## src/rtl/sparse_input_accumulator.sv

```systemverilog
// sparse_input_accumulator: pulls active-pixel indexes from the input queue,
// fetches each index's weight row from an external RAM and accumulates the
// rows element-wise into NODES saturating signed accumulators.
//
// Ports:
//   clk, reset            clock (rising edge), synchronous active-high reset
//   start                 one-cycle run request, honoured only in IDLE
//   queue_empty, index_in queue status flag and head-of-queue index
//   dequeue               one-cycle queue pop strobe
//   weight_addr, weight_rd  weight RAM row address and read enable
//   weight_row            RAM read data, NODES packed signed elements
//   acc_out               NODES packed signed accumulators
//   index_count           indexes consumed in the current run
//   busy, done, sums_valid  run status
module sparse_input_accumulator #(
    parameter int NODES       = 10,
    parameter int WEIGHT_W    = 8,
    parameter int ACC_W       = 18,
    parameter int INPUT_NODES = 784
) (
    input  logic                      clk,
    input  logic                      reset,
    input  logic                      start,
    input  logic                      queue_empty,
    input  logic [9:0]                index_in,
    output logic                      dequeue,
    output logic [9:0]                weight_addr,
    output logic                      weight_rd,
    input  logic [NODES*WEIGHT_W-1:0] weight_row,
    output logic [NODES*ACC_W-1:0]    acc_out,
    output logic [9:0]                index_count,
    output logic                      busy,
    output logic                      done,
    output logic                      sums_valid
);

    typedef enum logic [2:0] {IDLE, CHECK, DEQ_HI, DEQ_LO, FETCH, ACCUM, DONE} state_t;

    localparam logic [ACC_W-1:0] ACC_MAX = {1'b0, {(ACC_W-1){1'b1}}};
    localparam logic [ACC_W-1:0] ACC_MIN = {1'b1, {(ACC_W-1){1'b0}}};

    state_t           state, state_next;
    logic [ACC_W-1:0] acc     [NODES];
    logic [ACC_W-1:0] acc_sat [NODES];

    always_ff @(posedge clk) begin
        if (reset) state <= IDLE;
        else       state <= state_next;
    end

    always_comb begin
        state_next = state;
        case (state)
            IDLE:    state_next = start ? CHECK : IDLE;
            CHECK:   state_next = (queue_empty || index_count == 10'(INPUT_NODES)) ? DONE : DEQ_HI;
            DEQ_HI:  state_next = DEQ_LO;
            DEQ_LO:  state_next = FETCH;
            FETCH:   state_next = ACCUM;
            ACCUM:   state_next = CHECK;
            DONE:    state_next = IDLE;
            default: state_next = IDLE;
        endcase
    end

    always_comb begin
        dequeue   = state == DEQ_HI;
        weight_rd = state == DEQ_LO;
        busy      = state != IDLE;
        done      = state == DONE;
    end

    // Sum at ACC_W+1 bits; a differing top pair of bits means overflow,
    // and the top bit then gives the direction to clamp.
    for (genvar n = 0; n < NODES; n++) begin : g_node
        logic [ACC_W:0] sum;
        assign sum = {acc[n][ACC_W-1], acc[n]}
                   + {{(ACC_W+1-WEIGHT_W){weight_row[n*WEIGHT_W+WEIGHT_W-1]}},
                      weight_row[n*WEIGHT_W +: WEIGHT_W]};
        assign acc_sat[n] = (sum[ACC_W] != sum[ACC_W-1]) ? (sum[ACC_W] ? ACC_MIN : ACC_MAX)
                                                         : sum[ACC_W-1:0];
        assign acc_out[n*ACC_W +: ACC_W] = acc[n];
    end

    always_ff @(posedge clk) begin
        if (reset) begin
            for (int n = 0; n < NODES; n++) acc[n] <= '0;
            index_count <= '0;
            weight_addr <= '0;
            sums_valid  <= 1'b0;
        end else begin
            case (state)
                IDLE: if (start) begin
                    for (int n = 0; n < NODES; n++) acc[n] <= '0;
                    index_count <= '0;
                    sums_valid  <= 1'b0;
                end
                DEQ_LO: weight_addr <= index_in;
                ACCUM: begin
                    for (int n = 0; n < NODES; n++) acc[n] <= acc_sat[n];
                    index_count <= index_count + 10'd1;
                end
                DONE:    sums_valid <= 1'b1;
                default: ;
            endcase
        end
    end

endmodule

```

## config.mk

```make
export PLATFORM = sky130hd
export DESIGN_NAME = sparse_input_accumulator
export DESIGN_NICKNAME = d
export VERILOG_FILES = /design/src/rtl/sparse_input_accumulator.sv
export SDC_FILE = /design/constraint.sdc
export NUM_CORES = 1
export LEC_CHECK = 0
export CAP_MARGIN = 20
export CORE_ASPECT_RATIO = 2
export CORE_UTILIZATION = 50
export CTS_CLUSTER_DIAMETER = 120
export CTS_CLUSTER_SIZE = 24
export DETAILED_ROUTE_END_ITERATION = 10
export HOLD_SLACK_MARGIN = 0.03
export PLACE_DENSITY = 0.8
export REMOVE_ABC_BUFFERS = 1
export SLEW_MARGIN = 5
export SYNTH_ARGS = -nofsm -noshare
export SYNTH_HDL_FRONTEND = slang
export SYNTH_SLANG_ARGS = --single-unit
```

## constraint.sdc

```tcl
create_clock -name clk -period 11.8 [get_ports clk]
set_input_delay 1.77 -clock clk [delete_from_list [all_inputs] [get_ports clk]]
set_output_delay 1.77 -clock clk [all_outputs]
set_load 0.02 [all_outputs]
```

# Yosys cells after proc, flatten, opt, wreduce, memory -nomap -nowiden
# Memory sizes are Yosys's and may differ from the RTL's.
# Index checks and enable logic that the tools add are counted.
[classes] n_mux=56 order_cmp=0 div_mod_pow=0 n_shift=0 n_eq_ne=18 addsub=11 n_mul=0 n_bitwise=20 n_reduce_logical=7
[ops] operator="$mux 18" n=40
[ops] operator="$add 18x8->19" n=10
[ops] operator="$or 1x1->1" n=20
[ops] operator="$pmux 10 s2" n=1
[ops] operator="$pmux 3 s6" n=1
[ops] operator="$mux 1" n=11
[ops] operator="$add 10x1->10 const B" n=1
[ops] operator="$eq 10x10->1 const B" n=1
[ops] operator="$mux 10" n=1
[ops] operator="$ne 1x1->1" n=10
[ops] operator="$eq 3x3->1 const B" n=3
[ops] operator="$eq 3x2->1 const B" n=2
[ops] operator="$reduce_and 2->1" n=2
[ops] operator="$reduce_bool 2->1" n=2
[ops] operator="$eq 3x1->1 const B" n=1
[ops] operator="$logic_not 3->1" n=1
[ops] operator="$mux 3" n=1
[ops] operator="$reduce_bool 3->1" n=1
[ops] operator="$ne 2x2->1 const B" n=1
[ops] operator="$pmux 1 s2" n=1
[ops] operator="$logic_or 1x1->1" n=1
[totals] elab_cells=117 n_memories=1 reg_bits=24 mem_bits_rw=180 latch_bits=0 in_bits=94 output_inout_bits=205 romBits=0
[memory_table] name="acc" depth=10 width=18 read_ports=10 rd_ports_with_merged_regs=0 wr=10 line="43" text="logic [ACC_W-1:0] acc [NODES];"

# Logic depth before layout (Yosys ltp)
# Gate-level depths: netlist (run 1).
[depth] depth_word=6 depth_mapped=11 ltp_nobuf=10

# Worst setup path after synthesis (run 1)
# OpenSTA, ideal clock, no wires.
[synth_timing] path_type="in2reg" from="in start" to="mem acc[0][0], enable pin" arrival_ps=5214 stages=4 n_path_buf=0 setup_time_ps=515 t_required_ps=11285 path_slack_ps=6070 path_cell_list="nand2_1 nand2_1 nor2_1 inv_1"
[synth_lines] item="start, declared" line="23" text="input logic start,"
[synth_lines] item="end, declared" line="43"

==> impl_results.md, run 1 <==
* # fillers at 2716
* CP Max Fanout at 15
* Via density at 6.027
* Final wirelength at 45.38 mm
* Critical Path Source Type: input pin
* Power per cell area at 128.1 mW/mm²
* Setup Crit Path Kind: input pin to flop
* Asr flop ratio synth at 0
* Worst setup EP type: flop
* Per-cell routed wire length at 18.89 µm
* Total gr overflow at 0
* Synth top area share at 0.3262
* Slew headroom at 0.2501
* GRT Util Overall at 0.2672
* Peak Freq at 197.7 MHz
* Slew Viols, Final at 0
* Peak VDD IR at 119.2 µV
* Setup TNS at 0 ns
* Xor/xnor share of the synthesized area at 0.07558
* Number of detailed-route iterations in the first pass at 5
* Cell area after layout at 0.02031 mm²
* Crit path cell chain: clkdlybuf4s50_1, ha_1, a21o_1, a21o_1, a21o_1, a2111oi_2, o211ai_1, a311oi_2, nand2_1, o21ai_0
* Post-synthesis sequential area ratio at 0.3552
* Via count at 14480
* CP max-delay cell: a311oi_2
* Setup-failing EPs final at 0
* Drc violations at 0
* Initial antenna violation count at 0
* Synthesized flop and latch total at 204
* GP Congestion at 0.8754
* Post-synthesis mux area share at 0.006342
* Clock root buffer: clkbuf_16
* FF/Latch Area at 0.005886 mm²
* Most area-consuming cells after synthesis: edfxtp_1, ha_1, a21o_1, a21oi_1, xnor2_1
* Layout area overhead at 22.58%
* Die area at 0.03392 mm²
* Leakage at 9.024 nW
* Cts repair resizes at 0
* First-pass GRT wire length at 71.84 mm
* Crit path DAT at 5.38 ns
* Final core occ at 0.6191
* Critical path origin: weight_row[15]
* Hold buffers post-CTS at 0
* Total of max-cap violations at 0
* Commonest non-fill, non-tap cell in the layout: clkdlybuf4s50_1
* I/O Pins at 299
* Clock insertion delay at the later pin of the skew report at 0.50 ns
* Synth Area in Adders at 0.1501
* Synth cell types at 82
* Max clock buf depth at 3
* Worst-margin pin slew at 1.125 ns
* Row cnt at 94
* Worst path bufs/invs at 1
* H-tree depth at 1
* HPWL Detailed at 34.65 mm
* Final Hold Fails at 0
* Post-synth EDFFs at 180
* Layout cell share with drive strength beyond 1 at 0.05076
* Required time of the worst setup path at 12.12 ns
* NumNets Final at 2253
* Unrepaired setup endpoints after global routing: false
* Most frequent cells in the layout: clkdlybuf4s50_1, ha_1, edfxtp_1
* Placement-stage cell area at 0.01990 mm²
* ANT cells at 0
* Ys flop type: edfxtp_1
* Worst hold start: weight_addr[2]
* Clk pin slew, worst setup/hold paths at 0.11 ns
* Initial DRC Count at 581
* TritonCTS buffer count at 12
* CP max stage delay at 0.92 ns
* Core area at 0.03281 mm²
* Initial Utilization at 0.5050
* Die H at 259.5 µm
* Compound-Gate Fraction of Synth Area at 0.2695
* Multi-input logic area at 0.01025 mm²
* Tcrit/Tclk final at 0.4286
* Hold WS at 0.4582 ns
* Status: completed
* Clock period minus worst slack at 5.057 ns
* Largest family of logic cells by synthesized area: compound AO/OA/AOI/OAI gates
* Vias in the first global route at 14870
* Critical path's top delay family: compound AO/OA/AOI/OAI gates
* Syn Inst Count at 1686
* Post-route ant nets at 0
* Num Clock Sinks at 204
* Synth warn at 0
* Syn Std Cell Area at 0.01657 mm²
* Largest net degree at the start of global routing at 72
* Syn_area_per_cell at 9.829 µm²
* Max Clock Skew at 0.02115 ns
* Worst R2R Start: state[2]
* Post-CTS Setup Repair Bufs at 0
* TritonCTS clock tree: done
* # port buffers at 298
* HP Class: flop to flop
* Share of synthesized cell area in and, or, nand and nor gates at 0.1165
* Synth area leader: edfxtp_1
* Critical path's most frequent cell: a21o_1
* Die Wd at 130.7 µm
[layer usage]
metal,global-route usage,vias up,wire length [µm]
li1,-,7013,-
met1,0.2571,6862,15600
met2,0.5049,447,24560
met3,0.05462,155,2462
met4,0.1612,0,2753
met5,0,-,0
[worst min-delay path: stages (launching register included)]
cell,delay [ns]
dfxtp_1,0.32
nand2_1,0.05
a21oi_1,0.05
[cells in the mapped netlist (15+ instances only)]
cell type    n
buf_2       19
nor2_1      85
nor3_1      28
nand3_1     28
o21ai_0     90
nand4_1     17
a31o_2      20
a211oi_1    16
o22ai_1     20
nand2_1    104
dfxtp_1     24
inv_1       53
a21o_1     146
a21oi_2     15
xor2_1      51
a21oi_1    179
o21a_1      35
ha_1       182
edfxtp_1   180
and2_1      17
o21bai_1    29
xnor2_1     92
a31oi_1     17
and3_1      28
[kinds of logic after synthesis]
group / count (synthesis)
mux: 10
xor+xnor: 143
fa+ha+maj: 193
compound gates: 660
simple gates: 381
flops: 204
buf+inv: 95
[worst paths after layout]
| kind | to | slack, ns | cells after the start |
|---|---|---|---|
| min reg2reg | weight_addr[2] | 0.46 | 2 |
| max | acc[1][11] | 6.74 | 10 |
| max reg2reg | acc[8][10] | 8.21 | 7 |
| min | weight_addr[2] | 0.46 | 2 |
[power breakdown]
part           internal, mW  total (mW)  switching [mW]
Combinational         0.515        1.20           0.684
Clock                 0.205       0.461           0.256
Sequential            0.882       0.944          0.0618
[sequential cells by signal (all words and copies together) (netlist names)]
signal / count
sums_valid: 1
state: 3
acc: 180
index_count: 10
weight_addr: 10
[final cells by class]
cell class / count / area share
multi-input cells: 1387 / 0.5045
flip-flops and latches: 204 / 0.2897
repair buffers: 309 / 0.1518
well taps: 432 / 0.02661
clock buffers: 16 / 0.01657
inverters: 53 / 0.01004
clock inverters: 1 / 0.0008007
[stage by stage]
| step | power (mW) | worst slack (ns) | cells |
|---|---|---|---|
| detailed placement | 2.145 | 6.136 | 2379 |
| finish | 2.603 | 6.743 | 2402 |
| CTS | 2.614 | 6.691 | 2396 |
| global placement | 2.119 | 6.271 | 2379 |
| floorplan | 1.763 | 6.070 | 1644 |
| global route | 2.758 | 6.583 | 2402 |
Note: power is estimated with default switching activity, not from simulation.
==> run 2: changes to the inputs <==
- clock period: 11.8 -> 4.66 ns (I/O delays scaled with it)
==> run 2 against run 1 <==
Net effect: hold slack gained 0.0014 ns; first-iteration DRC count fell by 9.8%; routed wire length is 1.8% higher; power rose to 2.5 times the previous value; register-to-register slack got worse by 7.2 ns; sequential cell count unchanged; global-route usage increased by 0.60 points; clock power grew to 2.5 times the previous value; setup slack worse by 5.9 ns; non-clock buffer count increased by 7; sequential share of layout area fell by 0.073 points; critical path depth rose by 1; critical endpoint is now acc[3][0].
==> impl_results.md, run 2 (synthesis results as in run 1) <==
* Status: completed
* ANT cells at 0 (unchanged)
* Biggest register: acc
* Worst setup EP type: flop
* TritonCTS clock tree: done
* GP Congestion at 0.8980 (+2.6%)
* Initial antenna violation count at 0 (unchanged)
* HPWL Detailed at 35.33 mm (+2.0%)
* Leakage at 9.059 nW (+0.40%)
* Power per cell area at 324.9 mW/mm² (+150%)
* Tcrit/Tclk final at 0.8185
* Slew Viols, Final at 0 (unchanged)
* Hold buffers post-CTS at 0 (unchanged)
* Die H at 259.5 µm (unchanged)
* Drc violations at 0 (unchanged)
* Crit path DAT at 4.07 ns (-1.31 ns)
* H-tree depth at 1 (unchanged)
* Final core occ at 0.6206 (+0.001564)
* Initial Utilization at 0.5050 (unchanged)
* Cts repair resizes at 0 (unchanged)
* Layout area overhead at 22.89%
* Number of detailed-route iterations in the first pass at 4 (-1)
* Layout cell share with drive strength beyond 1 at 0.05412 (+0.003361)
* Slew headroom at 0.4246 (+0.1746)
* Setup-failing EPs final at 0 (unchanged)
* # fillers at 2702 (-0.52%)
* Commonest non-fill, non-tap cell in the layout: clkdlybuf4s50_1
* Total gr overflow at 0 (unchanged)
* First-pass GRT wire length at 73.20 mm (+1.9%)
* Setup TNS at 0 ns (unchanged)
* Num Clock Sinks at 204 (unchanged)
* Die Wd at 130.7 µm (unchanged)
* Max clock buf depth at 3 (unchanged)
* Per-cell routed wire length at 19.17 µm (+1.5%)
* NumNets Final at 2260 (+0.31%)
* Clock root buffer: clkbuf_16
* Worst-margin pin slew at 0.8413 ns (-0.2836 ns)
* Via density at 6.032 (about the same)
* Final Hold Fails at 0 (unchanged)
* # port buffers at 298 (unchanged)
* GRT Util Overall at 0.2732 (+0.005966)
* I/O Pins at 299 (unchanged)
* Core area at 0.03281 mm² (unchanged)
* Post-CTS Setup Repair Bufs at 0 (unchanged)
* Via count at 14530 (+0.37%)
* Setup Crit Path Kind: input pin to flop
* Clock period minus worst slack at 3.814 ns
* Largest net degree at the start of global routing at 108 (+50%)
* Max reg flops at 180 (unchanged)
* Peak VDD IR at 317.2 µV (+170%)
* Max Clock Skew at 0.02639 ns (+0.005240 ns)
* HP Class: flop to flop
* Row cnt at 94 (unchanged)
* Post-route ant nets at 0 (unchanged)
* Total of max-cap violations at 0 (unchanged)
* Clk pin slew, worst setup/hold paths at 0.10 ns (about the same)
* TritonCTS buffer count at 12 (unchanged)
* Vias in the first global route at 15180 (+2.1%)
* Die area at 0.03392 mm² (unchanged)
* Peak Freq at 262.2 MHz
* Unrepaired setup endpoints after global routing: false
* Required time of the worst setup path at 4.92 ns (-7.20 ns)
* Top flop regs: acc x180, index_count x10, weight_addr x10
* CP Max Fanout at 17 (+2)
* Critical Path Source Type: input pin
* Final wirelength at 46.19 mm (+1.8%)
* Initial DRC Count at 524 (-9.8%)
* Most frequent cells in the layout: clkdlybuf4s50_1, ha_1, edfxtp_1
* Clock insertion delay at the later pin of the skew report at 0.50 ns (about the same)
[run 2: path summary, 6_finish.rpt]
check	start	end	slack [ns]	cells past startpoint
setup / recovery	weight_row[24]	acc[3][0]	0.85	11
hold / removal	weight_addr[2]	weight_addr[2]	0.46	2
setup reg to reg	acc[3][0]	acc[3][0]	1.03	10
hold reg to reg	weight_addr[2]	weight_addr[2]	0.46	2
[run 2: where the power goes]
group	leakage (nW)	total, mW	switching [mW]	internal (mW)
Sequential	2.14	2.39	0.156	2.23
Combinational	6.75	3.06	1.75	1.31
Clock	0.171	1.17	0.647	0.519
Total	9.06	6.62	2.55	4.07
[run 2: per-layer routing]
metal	wire, µm	track usage	up-vias
met1	15240	0.2424	6931
met5	0	0	-
met2	25860	0.5382	422
met3	2594	0.06142	144
met4	2497	0.1577	0
li1	-	-	7034
[run 2: through the flow]
stage / instances / worst slack, ns / hold WS (ns) / power (mW) / cell area, µm²
2_1_floorplan: 1644 / 0.001382 / 0.5284 / 4.464 / 16330
3_3_place_gp: 2391 / 0.5277 / 0.4431 / 5.383 / 20000
3_5_place_dp: 2391 / 0.3750 / 0.4459 / 5.451 / 20000
4_1_cts: 2408 / 0.8855 / 0.4596 / 6.637 / 20350
5_1_grt: 2409 / 0.7467 / 0.4739 / 7.007 / 20370
6_report: 2409 / 0.8459 / 0.4595 / 6.616 / 20370
[run 2: area by class of cell]
type | count | area (µm²) | area share
Clock inverter | 1 | 16.27 | 0.0007987
Tap cell | 432 | 540.5 | 0.02654
Sequential cell | 204 | 5886 | 0.2890
Timing Repair Buffer | 316 | 3134 | 0.1539
Multi-Input combinational cell | 1387 | 10250 | 0.5032
Inverter | 53 | 203.9 | 0.01001
Clock buffer | 16 | 336.6 | 0.01653
[run 2: worst max-delay path, stage by stage]
cell and delay, ns:
clkdlybuf4s50_1 0.41, ha_1 0.25, fa_1 0.41, a21oi_1 0.24, o21ai_1 0.11, a2111oi_0 0.69
o211ai_1 0.19, o211ai_1 0.26, a2bb2oi_2 0.29, a21oi_2 0.26, a21o_1 0.26
==> run 3: changes to the inputs <==
- clock period: 4.66 -> 3.7 ns (I/O delays scaled with it)
==> run 3 against run 2 <==
Net effect: sequential power up 26%; final area up 5.1%; utilization up 3.2 points; sequential cell count unchanged; combinational power up 37%; routed wire length up 3.7%; die area unchanged; non-clock buffer count up 126; hold slack worse by 0.0017 ns; critical path type unchanged; critical endpoint is now acc[6][6].
==> impl_results.md, run 3 (synthesis results as in run 1) <==
* Per-cell routed wire length at 18.89 µm (-1.5%)
* Via count at 15180 (+4.5%)
* GP Congestion at 0.9207 (+2.5%)
* CP Max Fanout at 11 (-6)
* Die H at 259.5 µm (unchanged)
* Largest net degree at the start of global routing at 48 (-56%)
* H-tree depth at 1 (unchanged)
* Status: completed
* Top flop regs: acc x180, index_count x10, weight_addr x10
* Max clock buf depth at 3 (unchanged)
* Final core occ at 0.6525 (+0.03184)
* Clock insertion delay at the later pin of the skew report at 0.51 ns (about the same)
* Row cnt at 94 (unchanged)
* First-pass GRT wire length at 75.73 mm (+3.5%)
* Total gr overflow at 0 (unchanged)
* Num Clock Sinks at 204 (unchanged)
* Slew Viols, Final at 0 (unchanged)
* Tcrit/Tclk final at 0.9103
* Power per cell area at 405.6 mW/mm² (+25%)
* I/O Pins at 299 (unchanged)
* Critical Path Source Type: input pin
* Most frequent cells in the layout: clkdlybuf4s50_1, ha_1, edfxtp_1
* Max Clock Skew at 0.02937 ns (+0.002987 ns)
* Die Wd at 130.7 µm (unchanged)
* Vias in the first global route at 15860 (+4.5%)
* Clock period minus worst slack at 3.368 ns
* Hold WS at 0.4578 ns (-0.001691 ns)
* Unrepaired setup endpoints after global routing: false
* Total of max-cap violations at 0 (unchanged)
* Final Hold Fails at 0 (unchanged)
* Layout area overhead at 29.20%
* Final wirelength at 47.88 mm (+3.7%)
* Number of detailed-route iterations in the first pass at 5 (+1)
* Cts repair resizes at 0 (unchanged)
* Setup-failing EPs final at 0 (unchanged)
* Biggest register: acc
* Worst setup EP type: flop
* TritonCTS buffer count at 12 (unchanged)
* Drc violations at 0 (unchanged)
* Required time of the worst setup path at 3.97 ns (-0.95 ns)
* Post-CTS Setup Repair Bufs at 0 (unchanged)
* Hold buffers post-CTS at 0 (unchanged)
* Die area at 0.03392 mm² (unchanged)
* Layout cell share with drive strength beyond 1 at 0.1108 (+0.05667)
* Initial Utilization at 0.5050 (unchanged)
* Peak VDD IR at 467.4 µV (+47%)
* HP Class: flop to flop
* TritonCTS clock tree: done
* Setup Crit Path Kind: input pin to flop
* Leakage at 9.709 nW (+7.2%)
* Worst-margin pin slew at 0.8737 ns (+0.03242 ns)
* Core area at 0.03281 mm² (unchanged)
* Initial DRC Count at 558 (+6.5%)
* Max reg flops at 180 (unchanged)
* Clk pin slew, worst setup/hold paths at 0.10 ns (about the same)
* Clock root buffer: clkbuf_16
* Commonest non-fill, non-tap cell in the layout: clkdlybuf4s50_1
* Crit path DAT at 3.64 ns (-0.43 ns)
* HPWL Detailed at 36.98 mm (+4.6%)
* # port buffers at 298 (unchanged)
* GRT Util Overall at 0.2823 (+0.009160)
* Initial antenna violation count at 0 (unchanged)
* Slew headroom at 0.4154 (-0.009259)
* Via density at 5.988 (-0.73%)
* Post-route ant nets at 0 (unchanged)
* Peak Freq at 296.9 MHz
* ANT cells at 0 (unchanged)
* NumNets Final at 2386 (+5.6%)
run 3: changes by cell type in the layout (fill, tap and decap cells not counted):
cell	before	now
buf_4	16	132
buf_12	1	8
buf_6	1	4
run 3: where the power goes:
group	switching, mW	internal, mW
sequential	0.202	2.81
clock	0.832	0.654
combinational	2.29	1.90
total	3.32	5.37
run 3: worst max-delay path: stages:
cell,delay (ns)
clkdlybuf4s50_1,0.41
ha_1,0.22
fa_1,0.41
a21oi_1,0.24
o21ai_1,0.12
a2111oi_0,0.46
buf_4,0.19
o211ai_1,0.08
o211ai_1,0.15
a2bb2oi_2,0.21
buf_4,0.14
nor3_2,0.07
buf_6,0.21
a21o_1,0.16
run 3: final timing paths:
check                                    start              to  slack [ns]  cells after the start
worst min register to register  weight_addr[3]  weight_addr[3]        0.46                      2
worst min-delay path            weight_addr[3]  weight_addr[3]        0.46                      2
worst max-delay path            weight_row[48]       acc[6][6]        0.33                     14
worst max register to register       acc[6][0]       acc[6][6]        0.39                     13
run 3: through the flow:
| stage | TNS (ns) | worst slack, ns | total power, mW | instances | instance area (µm²) |
|---|---|---|---|---|---|
| 2_1_floorplan | -149.63 | -0.9182 | 5.622 | 1644 | 16330 |
| 5_1_grt | 0 | 0.1437 | 9.163 | 2535 | 21410 |
| 3_5_place_dp | -8.884 | -0.1650 | 7.181 | 2514 | 21020 |
| 4_1_cts | 0 | 0.3554 | 8.692 | 2531 | 21370 |
| 3_3_place_gp | -4.239 | -0.1171 | 7.082 | 2513 | 21010 |
| 6_report | 0 | 0.3318 | 8.685 | 2535 | 21410 |
run 3: routing by layer:
metal  track usage  wire [µm]  vias to the layer above  share of wire
met3       0.05441       2622                      171          0.055
li1              -          -                     7272              -
met4        0.1651       2748                        0          0.057
met2        0.5554      26560                      469           0.55
met1        0.2562      15950                     7267           0.33
met5             0          0                        -              0
run 3: layout make-up:
type,instances,area [µm²]
clock inverter,1,16.27
inverter,53,203.9
clock buffer,16,336.6
tap,432,540.5
multi-input combinational,1387,10250
timing repair buffer,442,4179
sequential,204,5886
fill,2654,11400
